===== src/rtl/buzzer_scheduler.sv =====
// buzzer_scheduler: round-robin sharing of one tone generator; define BUZZ_PREEMPT_EN to let requester 0 preempt
module buzzer_scheduler #(
  parameter int N_REQ      = 3,
  parameter int PERIOD_W   = 20,
  parameter int DUR_W      = 28,
  parameter int GAP_CYCLES = 5_000_000
) (
  input  logic                      clk,
  input  logic                      rst_n,
  input  logic [N_REQ-1:0]          req,
  input  logic [N_REQ*PERIOD_W-1:0] req_half_period,
  input  logic [N_REQ*DUR_W-1:0]    req_duration,
  output logic [N_REQ-1:0]          grant,
  output logic [N_REQ-1:0]          done,
  output logic                      tone_en,
  output logic [PERIOD_W-1:0]       tone_half_period,
  output logic                      busy
);
  localparam int IW = $clog2(N_REQ);
  typedef enum logic [1:0] {IDLE, PLAY, GAP} state_t;
  state_t state, state_n;
  logic [IW-1:0] rr_ptr, rr_ptr_n, owner, owner_n, pick, idx, sel;
  logic [DUR_W-1:0] dur_l, dur_l_n, dur_cnt, dur_cnt_n;
  logic [31:0] gap_cnt, gap_cnt_n;
  logic [N_REQ-1:0] grant_n, done_n;
  logic tone_en_n, preempt, load, fin;
  logic [PERIOD_W-1:0] hp_n;
  logic [PERIOD_W-1:0] hp_arr [N_REQ];
  logic [DUR_W-1:0] dur_arr [N_REQ];
  for (genvar k = 0; k < N_REQ; k++) begin : g_unpack
    assign hp_arr[k]  = req_half_period[k*PERIOD_W +: PERIOD_W];
    assign dur_arr[k] = req_duration[k*DUR_W +: DUR_W];
  end
`ifdef BUZZ_PREEMPT_EN
  assign preempt = req[0] && state != IDLE && owner != '0;
`else
  assign preempt = 1'b0;
`endif
  assign sel  = preempt ? '0 : pick;
  assign load = preempt || (state == IDLE && |req);
  assign fin  = dur_cnt >= dur_l;
  // first requesting index at or after rr_ptr; descending loop so the nearest one wins
  always_comb begin
    pick = '0;
    idx  = '0;
    for (int i = N_REQ - 1; i >= 0; i--) begin
      idx = IW'((int'(rr_ptr) + i) % N_REQ);
      if (req[idx]) pick = idx;
    end
  end
  // next-state and next-output computation; outputs are all registered below
  always_comb begin
    state_n   = state;
    rr_ptr_n  = rr_ptr;
    owner_n   = owner;
    dur_l_n   = dur_l;
    dur_cnt_n = dur_cnt;
    gap_cnt_n = gap_cnt;
    grant_n   = grant;
    done_n    = '0;
    tone_en_n = tone_en;
    hp_n      = tone_half_period;
    if (load) begin
      state_n   = PLAY;
      owner_n   = sel;
      grant_n   = N_REQ'(1) << sel;
      hp_n      = hp_arr[sel];
      tone_en_n = |hp_arr[sel];
      dur_l_n   = dur_arr[sel];
      dur_cnt_n = DUR_W'(1);
    end else if (state == PLAY) begin
      if (fin || !req[owner]) begin
        done_n    = fin ? grant : '0;
        grant_n   = '0;
        tone_en_n = 1'b0;
        rr_ptr_n  = IW'((int'(owner) + 1) % N_REQ);
        state_n   = (GAP_CYCLES == 0) ? IDLE : GAP;
        gap_cnt_n = 32'd1;
      end else dur_cnt_n = dur_cnt + DUR_W'(1);
    end else if (state == GAP) begin
      state_n   = (gap_cnt >= 32'(GAP_CYCLES)) ? IDLE : GAP;
      gap_cnt_n = gap_cnt + 32'd1;
    end
  end
  // state and output registers; async reset silences the buzzer immediately
  always_ff @(posedge clk or negedge rst_n) begin
    if (!rst_n) begin
      state            <= IDLE;
      rr_ptr           <= '0;
      owner            <= '0;
      dur_l            <= '0;
      dur_cnt          <= '0;
      gap_cnt          <= '0;
      grant            <= '0;
      done             <= '0;
      tone_en          <= 1'b0;
      tone_half_period <= '0;
      busy             <= 1'b0;
    end else begin
      state            <= state_n;
      rr_ptr           <= rr_ptr_n;
      owner            <= owner_n;
      dur_l            <= dur_l_n;
      dur_cnt          <= dur_cnt_n;
      gap_cnt          <= gap_cnt_n;
      grant            <= grant_n;
      done             <= done_n;
      tone_en          <= tone_en_n;
      tone_half_period <= hp_n;
      busy             <= state_n != IDLE;
    end
  end
endmodule

===== config.mk =====
export PLATFORM = sky130hd
export DESIGN_NAME = buzzer_scheduler
export DESIGN_NICKNAME = d
export VERILOG_FILES = /design/src/rtl/buzzer_scheduler.sv
export SDC_FILE = /design/constraint.sdc
export NUM_CORES = 1
export LEC_CHECK = 0
export CAP_MARGIN = 20
export CORE_MARGIN = 10
export CORE_UTILIZATION = 51
export DETAILED_ROUTE_END_ITERATION = 6
export PLACE_DENSITY = 0.82
export SYNTH_ARGS = -nofsm -noshare
export SYNTH_HDL_FRONTEND = slang
export SYNTH_SLANG_ARGS = --single-unit

===== constraint.sdc =====
create_clock -name clk -period 3.46 [get_ports clk]
set_clock_uncertainty 0.1 [all_clocks]
set_input_delay 0.519 -clock clk [delete_from_list [all_inputs] [get_ports clk]]
set_output_delay 0.519 -clock clk [all_outputs]
set_load 0.05 [all_outputs]

==> results.yml <==
sta:
  max_freq_ghz: 0.308
  drv_slew: 0
  relSlewSlack_pct: 27.5
  period_minus_slack_ns: 3.24
  max_slew.worst_pin.slew_ns: 1.08
  setup_viol: 0
  hold_slack_ns: 0.377
  finalCritPeriodShare_pct: 93.8
  rsz0062_at_grt: "no"
  tns_ns: 0
  finalHoldViolCount: 0
critical_path:
  arrival_ns: 3.49
  start_kind: "register"
  r2r_slack_ns: 0.22
  cp_data_required_time_ns: 3.70
  endpoint_kind: "register"
  cp_max_fo: 11
  critPathKind: "register to register"
route:
  drc: 0
  first_pass_iters: 5
  via_per_inst: 5.71
  drt-initial-drc-count: 600
  wl_per_cell_um: 17.4
  antenna_left: 0
  drt_wl_total_mm: 22.0
  vias: 7211
grt:
  grt_pass1_wl_mm: 36.0
  grt_overflow_total: 0
  grt_pass1_vias: 7206
  antenna_found_initial: 0
  grt_max_degree: 74
  grt_util_all_layers_pct: 21.9
die:
  initial_core_util_pct: 52.7
  die_x_um: 140
  io-pin-count: 177
  dieArea_um2: 19700
  die_h_um: 140
  rows: 43
  core_um2: 14000
final_layout:
  final_cell_mix: "clkdlybuf4s50_1, nand2_1, dfrtp_1"
  utilization_pct: 71.1
  num_antenna_cells: 0
  nets: 1252
  drive_gt1_share_pct: 5.82
  final_common_cell: "clkdlybuf4s50_1"
  area_delta_synth_final_pct: 34.9
clock_network:
  cts_resized: 0
  cts_setup_buffers: 0
  cts_buffers: 17
  postCtsHoldBufs: 1
  clkTransAtPathRegs_ns: 0.06
  clk_latency_ns: 0.42
  cts_tree: "yes"
  h-tree-depth: 4
  numClockSinks: 122
  clockBufferDepth: 2
  cts_root_buf: "clkbuf_16"
power:
  p_leak_nw: 4.34
  pwr-share-clk_pct: 25.1
  combPwrFrac_pct: 46.4
  power_density_nw_per_um2: 726
  p_sw_share_pct: 43.3
  ir_drop_uv: 488
  switching_power_mw: 3.14
  p_int_mw: 4.11
  p_seq_share_pct: 28.5
  power_mw: 7.25
logic_synthesis:
  yosysWarnings: 0
  synth_cells: 910
  syn-num-nets: 1093
  synth-edff-count: 0
  async_reset_ff_share_pct: 100
  seq_area_frac_synth_pct: 41.3
  synth_area_per_cell_um2: 8.13
  synth_ff_type: "dfrtp_1"
  syn_area_um2: 7400
  ys_seq_elements: 122
  ys_types: 56
flow_run:
  maxCapViolations: 0
status:
  outcome: "complete, no violations"
place:
  place.gp.congestion: 0.867
  numPortBuffers: 176
  place_hpwl_mm: 16.1
min_path:
  hold_path_class: "register to register"
cell families after synthesis:
logic type               after synthesis  share of synthesized area, %
buffers and inverters                101                          5.14
AND/OR/NAND/NOR                      378                          25.1
multiplexers                           4                         0.592
adder cells (fa/ha/maj)               34                          5.75
XOR/XNOR                              32                          3.79
flip-flops                           122                          41.3
AO/OA/AOI/OAI                        239                          18.4
cell type report:
class / count / area [um2]
fillers: 1047 / 4060
multi-input cells: 687 / 3990
clock buffers: 18 / 439
inverters: 49 / 184
flip-flops and latches: 122 / 3050
well taps: 180 / 225
clock inverters: 14 / 173
repair buffers: 192 / 1920
worst max-delay path: stages (launching register included):
cell and delay, ns:
dfrtp_1 0.46, ha_1 0.32, a211oi_1 0.30, o21bai_1 0.13, a311oi_1 0.52, or3_1 0.27, a31oi_1 0.32, or4_1 0.60
a21oi_1 0.14
sequential cells by signal, indices dropped and copies added, names as in the netlist:
signal / count
done: 3
busy: 1
gap_cnt: 32
dur_l: 28
rr_ptr: 2
tone_en: 1
state: 2
grant: 3
tone_half_period: 20
owner: 2
dur_cnt: 28
power groups by stage:
stage	Combinational (mW)	Sequential, mW	Clock (mW)
2_1_floorplan	1.77	2.47	0
3_3_place_gp	3.25	2.06	0
3_5_place_dp	3.31	2.08	0
4_1_cts	3.35	2.06	1.84
5_1_grt	3.70	2.12	1.91
6_report	3.36	2.06	1.82
cell usage after synthesis (all sizes together), types with 2 or more instances:
cell type,count,area share (%)
and3,11,0.93
xor2,16,1.9
dfrtp,122,41
a31oi,20,1.7
o31ai,16,1.6
nand2b,3,0.25
xnor2,16,1.9
inv,48,2.4
and2,10,0.85
nor3b,2,0.20
a21boi,3,0.30
a21oi,94,6.4
nand3,42,2.8
buf,5,0.27
a21o,3,0.30
nand4,18,1.9
or3,9,0.76
ha,34,5.7
nor2b,4,0.34
o21ai,72,4.9
nand2,164,8.3
o21a,5,0.51
or4,12,1.3
nor2,54,3.0
a2111oi,2,0.24
nor3,22,1.6
clkbuf,47,2.4
mux2,3,0.46
o21bai,4,0.41
nor4,11,1.0
o22ai,3,0.25
o211ai,4,0.41
a211oi,7,0.71
and4,10,1.2
through the flow:
step | cell area [um2] | instances | setup slack, ns
after floorplan | 7400 | 910 | 0.752
after global placement | 9360 | 1229 | 0.197
after detailed placement | 9360 | 1229 | 0.0507
after CTS | 9980 | 1262 | 0.276
after global routing | 9980 | 1262 | 0.0690
final | 9980 | 1262 | 0.216
path summary, 6_finish.rpt:
check / startpoint / cells after the start / to
max: dur_cnt[9] / 8 / dur_cnt[6]
min in group asynchronous: rst_n / 2 / dur_cnt[12]
max in group asynchronous: rst_n / 3 / dur_l[25]
max reg2reg: dur_cnt[9] / 8 / dur_cnt[6]
min reg2reg: tone_half_period[8] / 2 / tone_half_period[8]
min: tone_half_period[8] / 2 / tone_half_period[8]
metal layers:
layer	vias up	global-route usage (%)	wire, um
met3	47	6.76	1820
met1	3343	27.7	9400
li1	3525	-	-
met4	0	9.51	648
met2	296	33.6	10100
met5	-	0	0
Power figures use the tool's default switching activity.
